$ cat src/rtl/display_command_engine.sv
// display_command_engine
//   Command-driven drawing engine. Takes 32-bit command words over a
//   valid/ready stream. Keeps cursor, palette index and a 16-bit pattern.
//   Runs clipped rectangle fills into a framebuffer write port with
//   backpressure, and issues single-cycle palette writes.
//
// Ports
//   clk_i, reset_i         clock, synchronous active-high reset
//   control_i              [23] soft reset, [0] abort the running FILL/PAL
//   status_o               [0] busy, [1] sticky error, [4] idle,
//                          [31:16] completed-command count
//   cmd_data_i/valid/ready command stream; ready only while idle
//   fb_wr_*                pixel write request, held until fb_wr_ready_i
//   palette_wr_*           palette write strobe with entry and colour
module display_command_engine #(
    parameter int RESOLUTION_X   = 400,
    parameter int RESOLUTION_Y   = 300,
    parameter int PALETTE_LENGTH = 256,
    parameter int COLOR_BITS     = 12
) (
    input  logic                              clk_i,
    input  logic                              reset_i,
    input  logic [31:0]                       control_i,
    output logic [31:0]                       status_o,
    input  logic [31:0]                       cmd_data_i,
    input  logic                              cmd_valid_i,
    output logic                              cmd_ready_o,
    output logic [$clog2(RESOLUTION_X)-1:0]   fb_wr_x_o,
    output logic [$clog2(RESOLUTION_Y)-1:0]   fb_wr_y_o,
    output logic [$clog2(PALETTE_LENGTH)-1:0] fb_wr_index_o,
    output logic                              fb_wr_en_o,
    input  logic                              fb_wr_ready_i,
    output logic [$clog2(PALETTE_LENGTH)-1:0] palette_wr_index_o,
    output logic [COLOR_BITS-1:0]             palette_wr_color_o,
    output logic                              palette_wr_en_o
);
    localparam int XW = $clog2(RESOLUTION_X);
    localparam int YW = $clog2(RESOLUTION_Y);
    localparam int IW = $clog2(PALETTE_LENGTH);

    // 13 bits hold any 12-bit cursor plus any 12-bit extent without wrap.
    localparam logic [12:0] RES_X = 13'(RESOLUTION_X);
    localparam logic [12:0] RES_Y = 13'(RESOLUTION_Y);

    localparam logic [3:0] OP_NOP  = 4'h0;
    localparam logic [3:0] OP_POS  = 4'h1;
    localparam logic [3:0] OP_IDX  = 4'h2;
    localparam logic [3:0] OP_PAT  = 4'h3;
    localparam logic [3:0] OP_FILL = 4'h4;
    localparam logic [3:0] OP_PAL  = 4'h5;

    typedef enum logic [1:0] {S_IDLE, S_FILL, S_PAL} state_t;

    state_t            r_state, w_next_state;
    logic [XW-1:0]     r_cur_x;
    logic [YW-1:0]     r_cur_y;
    logic [IW-1:0]     r_index;
    logic [15:0]       r_pattern;
    logic [15:0]       r_count;
    logic              r_error;
    logic [12:0]       r_x, r_y, r_x0, r_x_end, r_y_end;
    logic              r_pat_en;
    logic [IW-1:0]     r_pal_index;
    logic [COLOR_BITS-1:0] r_pal_color;

    logic        w_rst, w_accept, w_fill_empty, w_pix_on, w_adv;
    logic        w_x_wrap, w_last, w_count_inc, w_unused;
    logic [3:0]  w_op;
    logic [12:0] w_x0, w_y0, w_x_sum, w_y_sum, w_x_end, w_y_end;

    assign w_rst    = reset_i | control_i[23];
    assign w_op     = cmd_data_i[31:28];
    assign w_accept = cmd_valid_i & cmd_ready_o;

    // Fill bounds from the current cursor, clipped to the framebuffer.
    assign w_x0    = 13'(r_cur_x);
    assign w_y0    = 13'(r_cur_y);
    assign w_x_sum = w_x0 + {1'b0, cmd_data_i[11:0]};
    assign w_y_sum = w_y0 + {1'b0, cmd_data_i[23:12]};
    assign w_x_end = (w_x_sum > RES_X) ? RES_X : w_x_sum;
    assign w_y_end = (w_y_sum > RES_Y) ? RES_Y : w_y_sum;
    assign w_fill_empty = (cmd_data_i[11:0] == 12'd0) | (cmd_data_i[23:12] == 12'd0) |
                          (w_x0 >= RES_X) | (w_y0 >= RES_Y);

    // A pattern-masked pixel costs one cycle and never waits for ready.
    assign w_pix_on = ~r_pat_en | r_pattern[r_x[3:0]];
    assign w_adv    = ~w_pix_on | fb_wr_ready_i;
    assign w_x_wrap = (r_x + 13'd1 == r_x_end);
    assign w_last   = w_x_wrap & (r_y + 13'd1 == r_y_end);

    always_comb begin
        w_next_state = r_state;
        unique case (r_state)
            S_IDLE: begin
                if (w_accept) begin
                    if (w_op == OP_FILL && !w_fill_empty) w_next_state = S_FILL;
                    else if (w_op == OP_PAL)              w_next_state = S_PAL;
                end
            end
            S_FILL: begin
                if (control_i[0] || (w_adv && w_last)) w_next_state = S_IDLE;
            end
            S_PAL:   w_next_state = S_IDLE;
            default: w_next_state = S_IDLE;
        endcase
    end

    // A command completes when we land in IDLE having been busy, or when a
    // command is accepted that never leaves IDLE (SET_*, NOP, illegal, empty fill).
    assign w_count_inc = (w_next_state == S_IDLE) & ((r_state != S_IDLE) | w_accept);

    always_ff @(posedge clk_i) begin
        if (w_rst) r_state <= S_IDLE;
        else       r_state <= w_next_state;
    end

    always_ff @(posedge clk_i) begin
        if (w_rst) begin
            r_cur_x     <= '0;
            r_cur_y     <= '0;
            r_index     <= '0;
            r_pattern   <= 16'hFFFF;
            r_count     <= 16'd0;
            r_error     <= 1'b0;
            r_x         <= 13'd0;
            r_y         <= 13'd0;
            r_x0        <= 13'd0;
            r_x_end     <= 13'd0;
            r_y_end     <= 13'd0;
            r_pat_en    <= 1'b0;
            r_pal_index <= '0;
            r_pal_color <= '0;
        end else begin
            if (w_accept) begin
                case (w_op)
                    OP_NOP: ;
                    OP_POS: begin
                        r_cur_x <= cmd_data_i[XW-1:0];
                        r_cur_y <= cmd_data_i[12 +: YW];
                    end
                    OP_IDX: r_index   <= cmd_data_i[IW-1:0];
                    OP_PAT: r_pattern <= cmd_data_i[15:0];
                    OP_FILL: begin
                        r_x      <= w_x0;
                        r_y      <= w_y0;
                        r_x0     <= w_x0;
                        r_x_end  <= w_x_end;
                        r_y_end  <= w_y_end;
                        r_pat_en <= cmd_data_i[24];
                    end
                    OP_PAL: begin
                        r_pal_index <= cmd_data_i[16 +: IW];
                        r_pal_color <= cmd_data_i[COLOR_BITS-1:0];
                    end
                    default: r_error <= 1'b1;
                endcase
            end
            if (r_state == S_FILL && w_adv) begin
                if (w_x_wrap) begin
                    r_x <= r_x0;
                    r_y <= r_y + 13'd1;
                end else begin
                    r_x <= r_x + 13'd1;
                end
            end
            if (w_count_inc) r_count <= r_count + 16'd1;
        end
    end

    assign cmd_ready_o        = (r_state == S_IDLE);
    assign fb_wr_en_o         = (r_state == S_FILL) & w_pix_on;
    assign fb_wr_x_o          = r_x[XW-1:0];
    assign fb_wr_y_o          = r_y[YW-1:0];
    assign fb_wr_index_o      = r_index;
    assign palette_wr_en_o    = (r_state == S_PAL);
    assign palette_wr_index_o = r_pal_index;
    assign palette_wr_color_o = r_pal_color;
    assign status_o = {r_count, 11'd0, (r_state == S_IDLE), 2'd0, r_error, (r_state != S_IDLE)};

    // Command and control bits not decoded at every parameterisation.
    assign w_unused = ^{cmd_data_i, control_i};

endmodule

$ cat config.mk
export PLATFORM = sky130hd
export DESIGN_NAME = display_command_engine
export DESIGN_NICKNAME = d
export VERILOG_FILES = /design/src/rtl/display_command_engine.sv
export SDC_FILE = /design/constraint.sdc
export NUM_CORES = 1
export LEC_CHECK = 0
export ABC_AREA = 1
export CORE_AREA = 2 2 140 142
export CTS_BUF_LIST = sky130_fd_sc_hd__clkbuf_8
export DETAILED_ROUTE_END_ITERATION = 7
export DIE_AREA = 0 0 142 144
export PLACE_DENSITY = 0.72
export REMOVE_ABC_BUFFERS = 1
export SYNTH_ARGS = -nofsm -noshare
export SYNTH_HDL_FRONTEND = slang
export SYNTH_SLANG_ARGS = --single-unit
$ cat constraint.sdc
create_clock -name clk_i -period 5.3 [get_ports clk_i]
set_input_delay 1.06 -clock clk_i [delete_from_list [all_inputs] [get_ports clk_i]]
set_output_delay 1.06 -clock clk_i [all_outputs]
set_load 0.01 [all_outputs]
* After elaboration in Yosys (flattened, before gate mapping)
Cells that the tools add are included.
Cells by class: multiplexer cells 17, bitwise gates (word level) 14, add/sub/neg operators 5, magnitude comparators 5, reduce and logical (&&, ||, !) cells 21, equal/unequal tests 9
Operators with widths (number):
- $mux W13 | 10
- $add A13 B1 Y13 const B | 2
- $add A9 B12 Y13 | 2
- $eq A13 B13 Y1 | 2
- $gt A13 B9 Y1 const B | 2
- $logic_not A12 Y1 | 2
- $ge A9 B9 Y1 const B | 2
- $add A16 B1 Y16 const B | 1
- $reduce_and A2 Y1 | 7
- $eq A4 B2 Y1 const B | 2
- $eq A4 B3 Y1 const B | 2
- $mux W2 | 4
- $or A1 B1 Y1 | 7
- $reduce_bool A2 Y1 | 3
- $reduce_or A6 Y1 | 1
- $lt A4 B5 Y1 const B | 1
- $and A1 B1 Y1 | 4
- $bmux W1 S4 | 1
- $eq A4 B1 Y1 const B | 1
- $logic_not A2 Y1 | 2
- $logic_not A4 Y1 | 1
- $pmux W2 S2 | 1
- $logic_and A1 B1 Y1 | 3
- $not A1 Y1 | 3
- 5 further kinds | 5
Storage, ports and cells: logic and storage cells 86, output and inout bits 81, input port bits 68, register bits 143

* Logic depth before layout (Yosys ltp)
Gate-level depths: netlist (run 1).
depth after elaboration 11, gate-level depth with buffers 17

* Least setup slack after synthesis (run 1)
No wires, ideal clock.
kind input-to-reg, from in cmd_data_i[0], to reg r_x_end[4], required time 5.185 ns, path slack 2.272 ns, library setup time 0.115 ns, buffers on the path 0, arrival time 2.913 ns, cell stages on the path 14, cells stage by stage ha_1 -> fa_1 -> nand3_1 -> nand2_1 -> nand2_1 -> o211ai_1 -> nand2_1 -> nand2_1 -> xor2_1 -> nand2_1 -> nor2_1 -> nand2_1 -> o21ai_0 -> inv_1
On the way: longest elaborated chain between the ends 3
RTL lines:
- start, declared | line 25 | input logic [31:0] cmd_data_i,
- $add A9 B12 Y13 * | line 78 | assign w_x_sum = w_x0 + {1'b0, cmd_data_i[11:0]};
- $gt A13 B9 Y1 | line 80 | assign w_x_end = (w_x_sum > RES_X) ? RES_X : w_x_sum;
- $mux W13 * | line 80
- end signal, assigned | line 147 | r_x_end <= w_x_end;
- end, declared | line 61 | logic [12:0] r_x, r_y, r_x0, r_x_end, r_y_end;
Every way passes the cells marked *; elsewhere a longest branch is shown, timed or not. A chain may end at the register's enable or synchronous reset.

* Worst setup path in the final report (run 1)
from reg r_x[0], to out fb_wr_en_o
On the way: longest elaborated chain between the ends 4
RTL lines:
- start, declared | line 61
- start signal, assigned | line 144 | r_x <= w_x0;
- start signal, assigned | line 160 | r_x <= r_x0;
- start signal, assigned | line 163 | r_x <= r_x + 13'd1;
- $bmux W1 S4 | line 86 | assign w_pix_on = ~r_pat_en | r_pattern[r_x[3:0]];
- $mux W1 (not written as such) | line 86
- $or A1 B1 Y1 | line 86
- $and A1 B1 Y1 | line 171 | assign fb_wr_en_o = (r_state == S_FILL) & w_pix_on;
- end, declared | line 31 | output logic fb_wr_en_o,
No other way between the ends. The select of a mux whose other input is x is not followed.

==> results of run 1 <==
layer usage:
| layer | up-vias | GRT usage [%] | routed length [um] |
|---|---|---|---|
| met2 | 247 | 36.8 | 10100 |
| met1 | 3707 | 30.4 | 11100 |
| li1 | 4252 | - | - |
| met4 | 0 | 6.84 | 342 |
| met5 | - | 0 | 0 |
| met3 | 35 | 5.20 | 1470 |
power breakdown:
part	internal, mW	switching [mW]
sequential	1.08	0.00409
clock	0.492	0.446
combinational	0.0593	0.107
sequential cells by signal (all words and copies together), names as in the netlist:
register and flops:
r_cur_x 9, r_y 13, palette_wr_color_o 12, r_error 1, r_x 13, palette_wr_index_o 8
fb_wr_index_o 8, r_count 16, r_state 2, r_x0 9, r_pattern 16, r_y_end 13
r_x_end 13, r_cur_y 9, r_pat_en 1
per-stage QoR:
stage                     setup slack [ns]  power (mW)  cells  util, %  area [um2]
after floorplan                      0.458        1.19   1204        -        7990
after global placement                1.28        1.27   1553     49.2        9390
after detailed placement              1.24        1.27   1553     49.2        9390
after CTS                             1.47        2.20   1585     51.4        9810
after global routing                  1.28        2.27   1585     51.4        9810
final                                 1.47        2.19   1585     51.4        9810
kinds of logic after synthesis:
logic type | Yosys count
other | 1
and+or+nand+nor | 655
buffers and inverters | 189
AOI/OAI and AO/OA | 216
DFF | 143
xor gates and xnor gates | 38
adders and majority gates | 23
area by class of cell:
class                      count  area [um2]  area share (%)
multi-input combinational    945        4710            48.0
sequential                   143        2860            29.2
timing repair buffer         111        1090            11.1
inverter                     116         435            4.44
tap                          238         298            3.03
clock buffer                  19         262            2.66
clock inverter                13         161            1.64
layout by cell type, fill, tap and decap left out, types with 9 or more instances in the layout:
cell type / synthesis / final
clkbuf_8: 0 / 19
clkdlybuf4s50_1: 0 / 102
inv_1: 110 / 110
buf_4: 34 / 9
nand3_1: 96 / 96
nor3_1: 35 / 34
nand4_1: 32 / 32
dfxtp_1: 143 / 143
nand2_1: 284 / 284
conb_1: 1 / 13
a21oi_1: 99 / 99
nor2_2: 9 / 10
nor2_1: 175 / 173
ha_1: 21 / 21
xor2_1: 25 / 25
o21ai_0: 91 / 91
xnor2_1: 12 / 12
critical path: stages (launching register included):
cell and delay [ns]:
dfxtp_1 0.77, inv_2 0.24, nand2_1 0.13, nand3_1 0.09
nand3_1 0.11, nand3_1 0.11, a21oi_1 0.28, clkdlybuf4s50_1 0.59
worst paths after layout:
check / startpoint / to / slack, ns
worst max-delay path: r_x[0] / fb_wr_en_o / 1.47
worst min-delay path: r_y_end[9] / r_y_end[9] / 0.46
worst max register to register: r_x[0] / r_count[4] / 2.04
worst min register to register: r_y_end[9] / r_y_end[9] / 0.46
==> qor.yml, run 1 <==
route:
  drt_iter0_drc: 630
  drt_pass1_iterations: 6
  drc: 0
  wirelength_um: 23000
  vias: 8241
  ant_nets: 0
  viasPerCell: 5.20
  wl_per_cell_um: 14.5
sta:
  rsz0062_at_grt: "no"
  setup_viol: 0
  fmax_mhz: 261
  drv_slew: 0
  hold_viol_final: 0
  fin_crit_ns: 3.83
  fin_skew_ns: 0.0156
  maxSlewHeadroom_pct: 33.2
  min_period_over_period_pct: 72.3
  hold_ws_ns: 0.464
  worst_slew_pin_slew_ns: 1.00
  finalSetupTns_ns: 0
global_route:
  grt_pass1_wl_um: 37500
  grt_overflow: 0
  grt_usage_pct: 22.8
  grt_max_degree: 78
  antenna_found_initial: 0
  grt_pass1_vias: 7603
setup_path:
  ff2ff_path_depth: 14
  crit_type: "reg -> out"
  setup.worst_path.end_class: "output port"
  crit_fanout: 16
  required_ns: 4.24
  crit_path_start_kind: "flop"
  arrival_ns: 2.77
floorplan:
  die_x_um: 142
  rows: 51
  dieArea_um2: 20400
  floorplan.initialDensity_pct: 43.9
  core_area_um2: 19100
  ios: 149
  die_y_um: 144
yosys:
  synth_flop_cell: "dfxtp_1"
  ys_seq_elements: 143
  synthXorXnorAreaFrac_pct: 4.14
  yosys.area.top_type_share_pct: 34.2
  synth.yosys.seq_area_share_pct: 34.2
  async_reset_ff_share_pct: 0
  synthCells: 1265
  ys_top_cells_by_area: "dfxtp_1 (34%), nand2_1 (13%), nor2_1 (7.8%), a21oi_1 (5.9%), nand3_1 (5.7%)"
  ys_types: 45
  avgSynthCellArea_um2: 6.62
  synth_mux_area_share_pct: 0
  ys_top_cells_by_count: "nand2_1 (284), nor2_1 (175), dfxtp_1 (143), inv_1 (110), a21oi_1 (99)"
  synth_top_family_by_area: "simple AND/OR/NAND/NOR gates"
  ys_warn_count: 0
  synth_most_common_cell: "nand2_1"
  synth_compound_area_share_pct: 13.5
  yosys.area.top_type: "dfxtp_1"
  synthAdderAreaFrac_pct: 3.62
  synth_edf_count: 0
  yosys.area_share.simple_pct: 34.2
  synth_area_um2: 8370
clock_network:
  htree_levels: 4
  cts.path.max_buffers: 2
  clk_latency_ns: 0.45
  cts_buffers: 17
  ctsHoldBuffers: 0
  cts_setup_buffers: 0
  numClockSinks: 143
  cts_resized: 0
  clk_pin_slew_ns: 0.08
  root_buffer: "clkbuf_8"
  tritoncts: "yes"
finish:
  drive_above_1_share_pct: 5.57
  diodes: 0
  fillers: 1852
  areaGrowthSynthToFinish_pct: 17.3
  fin_nets: 1425
hold_path:
  whs_path_depth: 2
  min_path_type: "reg -> reg"
place:
  portBuffers: 102
  gp_congestion: 0.875
  dp.final_hpwl_um: 16100
power:
  cellLeakagePower_nw: 3.97
  power_density_nw_per_um2: 223
  ir_drop_uv: 135
flow_run:
  cap_viol_max_count: 0
outcome:
  status: "finished, final reports clean"
Power figures use the tool's default switching activity.
==> run 2: changes to the inputs <==
==> constraint.sdc (replaced) <==
create_clock -name clk_i -period 3.97 [get_ports clk_i]
set_input_delay 0.794 -clock clk_i [delete_from_list [all_inputs] [get_ports clk_i]]
set_output_delay 0.794 -clock clk_i [all_outputs]
set_load 0.01 [all_outputs]
==> qor.yml, run 2 (synthesis gave the netlist of run 1 again) <==
sta:
  maxSlewHeadroom_pct: 48.3
  finalSetupTns_ns: 0
  rsz0062_at_grt: "no"
  fmax_mhz: 303
  worst_slew_pin_slew_ns: 0.776
  setup_viol: 0
  hold_viol_final: 0
  min_period_over_period_pct: 83.0
  fin_crit_ns: 3.30
  hold_ws_ns: 0.456
  fin_skew_ns: 0.0129
  drv_slew: 0
finish:
  layout_commonest_cell: "nand2_1"
  largestRegisters: "r_count (16), r_pattern (16)"
  drive_above_1_share_pct: 6.82
  instances_no_fill: 1602
  fin_nets: 1442
  fin_area_um2: 9900
  diodes: 0
  layout_common_cells: "nand2_1 (284), nor2_1 (173), dfxtp_1 (143)"
  areaGrowthSynthToFinish_pct: 18.3
clock_network:
  cts_setup_buffers: 0
  htree_levels: 4
  numClockSinks: 143
  clk_latency_ns: 0.46
  cts_buffers: 17
  tritoncts: "yes"
  clk_pin_slew_ns: 0.09
  ctsHoldBuffers: 0
  cts_resized: 0
  root_buffer: "clkbuf_8"
  cts.path.max_buffers: 2
route:
  viasPerCell: 5.23
  wirelength_um: 23200
  drt_pass1_iterations: 5
  ant_nets: 0
  wl_per_cell_um: 14.5
  vias: 8374
  drc: 0
  drt_iter0_drc: 547
global_route:
  grt_pass1_vias: 7376
  grt_usage_pct: 22.5
  grt_pass1_wl_um: 36900
  grt_overflow: 0
  grt_max_degree: 78
  antenna_found_initial: 0
place:
  dpl_cell_area_um2: 9520
  gp_congestion: 0.909
  dp.cells: 1570
  portBuffers: 102
  dp.final_hpwl_um: 16600
outcome:
  status: "finished, final reports clean"
hold_path:
  min_path_type: "reg -> reg"
floorplan:
  floorplan.initialDensity_pct: 43.9
  dieArea_um2: 20400
  rows: 51
  die_x_um: 142
  ios: 149
  die_y_um: 144
  core_area_um2: 19100
setup_path:
  arrival_ns: 2.50
  crit_fanout: 10
  required_ns: 3.18
  setup.worst_path.end_class: "output port"
  crit_path_start_kind: "flop"
  crit_type: "reg -> out"
flow_run:
  cap_viol_max_count: 0
power:
  cellLeakagePower_nw: 4.04
  ir_drop_uv: 188
  power_density_nw_per_um2: 286
  power_mw: 2.83
-- run 2: per-stage QoR --
stage | setup slack [ns] | util [%]
floorplan | -0.606 | -
global placement | 0.489 | 49.9
detailed placement | 0.456 | 49.9
CTS | 0.644 | 51.9
global route | 0.527 | 51.9
finish | 0.674 | 51.9
-- run 2: final cells by class --
cell class                      count  area, um2
Timing Repair Buffer              128       1220
Clock buffer                       17        234
Multi-Input combinational cell    945       4710
Fill cell                        1866       9180
Inverter                          116        435
Sequential cell                   143       2860
Clock inverter                     15        149
Tap cell                          238        298
-- run 2: report_power, final --
group	total, mW	leakage [nW]	internal (mW)	switching, mW
logic	0.231	2.69	0.0866	0.144
clock network	1.15	0.191	0.515	0.639
registers	1.45	1.15	1.44	0.00567
-- run 2: path summary, 6_finish.rpt --
path,to,from,slack (ns),depth (start not counted)
setup / recovery,fb_wr_en_o,r_x[0],0.67,8
hold / removal,r_x_end[12],r_x_end[12],0.46,2
setup reg to reg,r_count[11],r_x[1],0.89,16
hold reg to reg,r_x_end[12],r_x_end[12],0.46,2
-- run 2: routing by layer --
layer  vias to the layer above  wire length, um  GRT usage, %
li1                       4287                -             -
met1                      3854            11100          30.4
met2                       213            10300          36.0
met3                        20             1520          6.16
met4                         0              165          5.32
met5                         -                0             0
-- run 2: critical path, stage by stage (launching register included) --
cell and delay (ns):
dfxtp_1 0.55, buf_4 0.24, inv_2 0.10, nand2_1 0.08, nand3_1 0.07, nand3_1 0.10, nand3_1 0.12, a21oi_1 0.16
clkdlybuf4s50_1 0.60
==> run 3: changes to the inputs <==
==> constraint.sdc (replaced) <==
create_clock -name clk_i -period 3.4 [get_ports clk_i]
set_input_delay 0.68 -clock clk_i [delete_from_list [all_inputs] [get_ports clk_i]]
set_output_delay 0.68 -clock clk_i [all_outputs]
set_load 0.01 [all_outputs]
==> qor.yml, run 3 (synthesis gave the netlist of run 1 again) <==
floorplan:
  dieArea_um2: 20400
  floorplan.initialDensity_pct: 43.9
  die_x_um: 142
  core_area_um2: 19100
  rows: 51
  ios: 149
  die_y_um: 144
global_route:
  grt_pass1_wl_um: 37500
  use_met1_pct: 32.1
  grt_usage_pct: 22.9
  grt_max_degree: 78
  use_met2_pct: 34.9
  gr-usage-met3_pct: 4.74
  antenna_found_initial: 0
  busiest_layer: "met2"
  grt_pass1_vias: 7627
  grt_overflow: 0
clock_network:
  numClockSinks: 143
  cts_setup_buffers: 0
  htree_levels: 4
  tritoncts: "yes"
  cts_buffers: 17
  cts.path.max_buffers: 2
  cts_resized: 0
  clk_pin_slew_ns: 0.07
  root_buffer: "clkbuf_8"
  ctsHoldBuffers: 0
  clk_latency_ns: 0.45
setup_path:
  required_ns: 2.72
  crit_chain: "nand2_2 -> inv_1 -> nand2_1 -> nor2_1 -> nor2_1 -> a21oi_1 -> clkdlybuf4s50_1"
  setup.worst_path.end_class: "output port"
  reg2reg_setup_slack_ns: 0.39
  slowest_stage: "dfxtp_1"
  slowest_delay_ns: 0.71
  path_buf_inv: 2
  crit_top_cell: "nor2_1"
  crit_fanout: 11
  crit_type: "reg -> out"
  cp_top_family: "flip-flops"
  crit_path_start_kind: "flop"
  arrival_ns: 2.44
route:
  drt_iter0_drc: 645
  viasPerCell: 5.23
  vias: 8406
  drc: 0
  wl_per_cell_um: 14.5
  drt_pass1_iterations: 5
  wirelength_um: 23400
  ant_nets: 0
finish:
  drive_above_1_share_pct: 7.01
  layout_common_cells: "nand2_1 (284), nor2_1 (173), dfxtp_1 (143)"
  areaGrowthSynthToFinish_pct: 19.5
  diodes: 0
  instances_no_fill: 1608
  layout_commonest_cell: "nand2_1"
  fin_nets: 1449
  largestRegisters: "r_count (16), r_pattern (16)"
outcome:
  status: "finished, final reports clean"
sta:
  maxSlewHeadroom_pct: 48.8
  fin_skew_ns: 0.0167
  setup_viol: 0
  drv_slew: 0
  hold_viol_final: 0
  fmax_mhz: 321
  worst_slew_pin_slew_ns: 0.768
  rsz0062_at_grt: "no"
  finalSetupTns_ns: 0
  fin_crit_ns: 3.12
  min_period_over_period_pct: 91.7
hold_path:
  min_path_type: "reg -> reg"
place:
  dp.final_hpwl_um: 16900
  gp_congestion: 0.914
  portBuffers: 102
  dp.cells: 1577
flow_run:
  cap_viol_max_count: 0
power:
  cellLeakagePower_nw: 4.10
  power_density_nw_per_um2: 338
  ir_drop_uv: 247
  power_mw: 3.38
run 3: per-layer routing:
metal / wire, um / up-vias / share of wire (%)
li1: - / 4300 / -
met1: 11200 / 3797 / 48
met5: 0 / - / 0
met2: 10200 / 273 / 44
met3: 1520 / 36 / 6.5
met4: 497 / 0 / 2.1
run 3: final timing paths:
path	depth (start not counted)	endpoint	start
worst max-delay path	7	fb_wr_en_o	r_x[2]
worst max register to register	17	r_count[0]	r_x[1]
worst min-delay path	2	r_x_end[12]	r_x_end[12]
worst min register to register	2	r_x_end[12]	r_x_end[12]
run 3: area by class of cell:
class	count	area, um2
clock buffers	24	330
clock inverters	7	83.8
fillers	1893	9080
inverters	116	435
multi-input cells	945	4710
flip-flops and latches	143	2860
well taps	238	298
repair buffers	135	1280
run 3: metrics by stage:
| stage | utilization [%] | instance area [um2] | hold slack, ns | setup slack [ns] |
|---|---|---|---|---|
| 6_report | 52.4 | 10000 | 0.457 | 0.282 |
| 5_1_grt | 52.4 | 10000 | 0.483 | 0.0942 |
| 4_1_cts | 52.4 | 10000 | 0.456 | 0.250 |
| 3_5_place_dp | 50.2 | 9580 | 0.445 | 0.179 |
| 3_3_place_gp | 50.2 | 9580 | 0.441 | 0.189 |
| 2_1_floorplan | - | 7990 | 0.426 | -1.06 |
run 3: worst min-delay path, delay by kind of cell (launching register included):
kind | cells | cell delay (ns)
DFF | 1 | 0.30
buffers and inverters | 1 | 0.06
and+or+nand+nor | 1 | 0.05
run 3: power by group:
part           switching [mW]  leakage [nW]  total (mW)  internal, mW
Sequential            0.00685          1.15        1.69          1.68
Clock                   0.636         0.221        1.41         0.778
Combinational           0.170          2.73       0.279         0.109
Total                   0.813          4.10        3.38          2.57
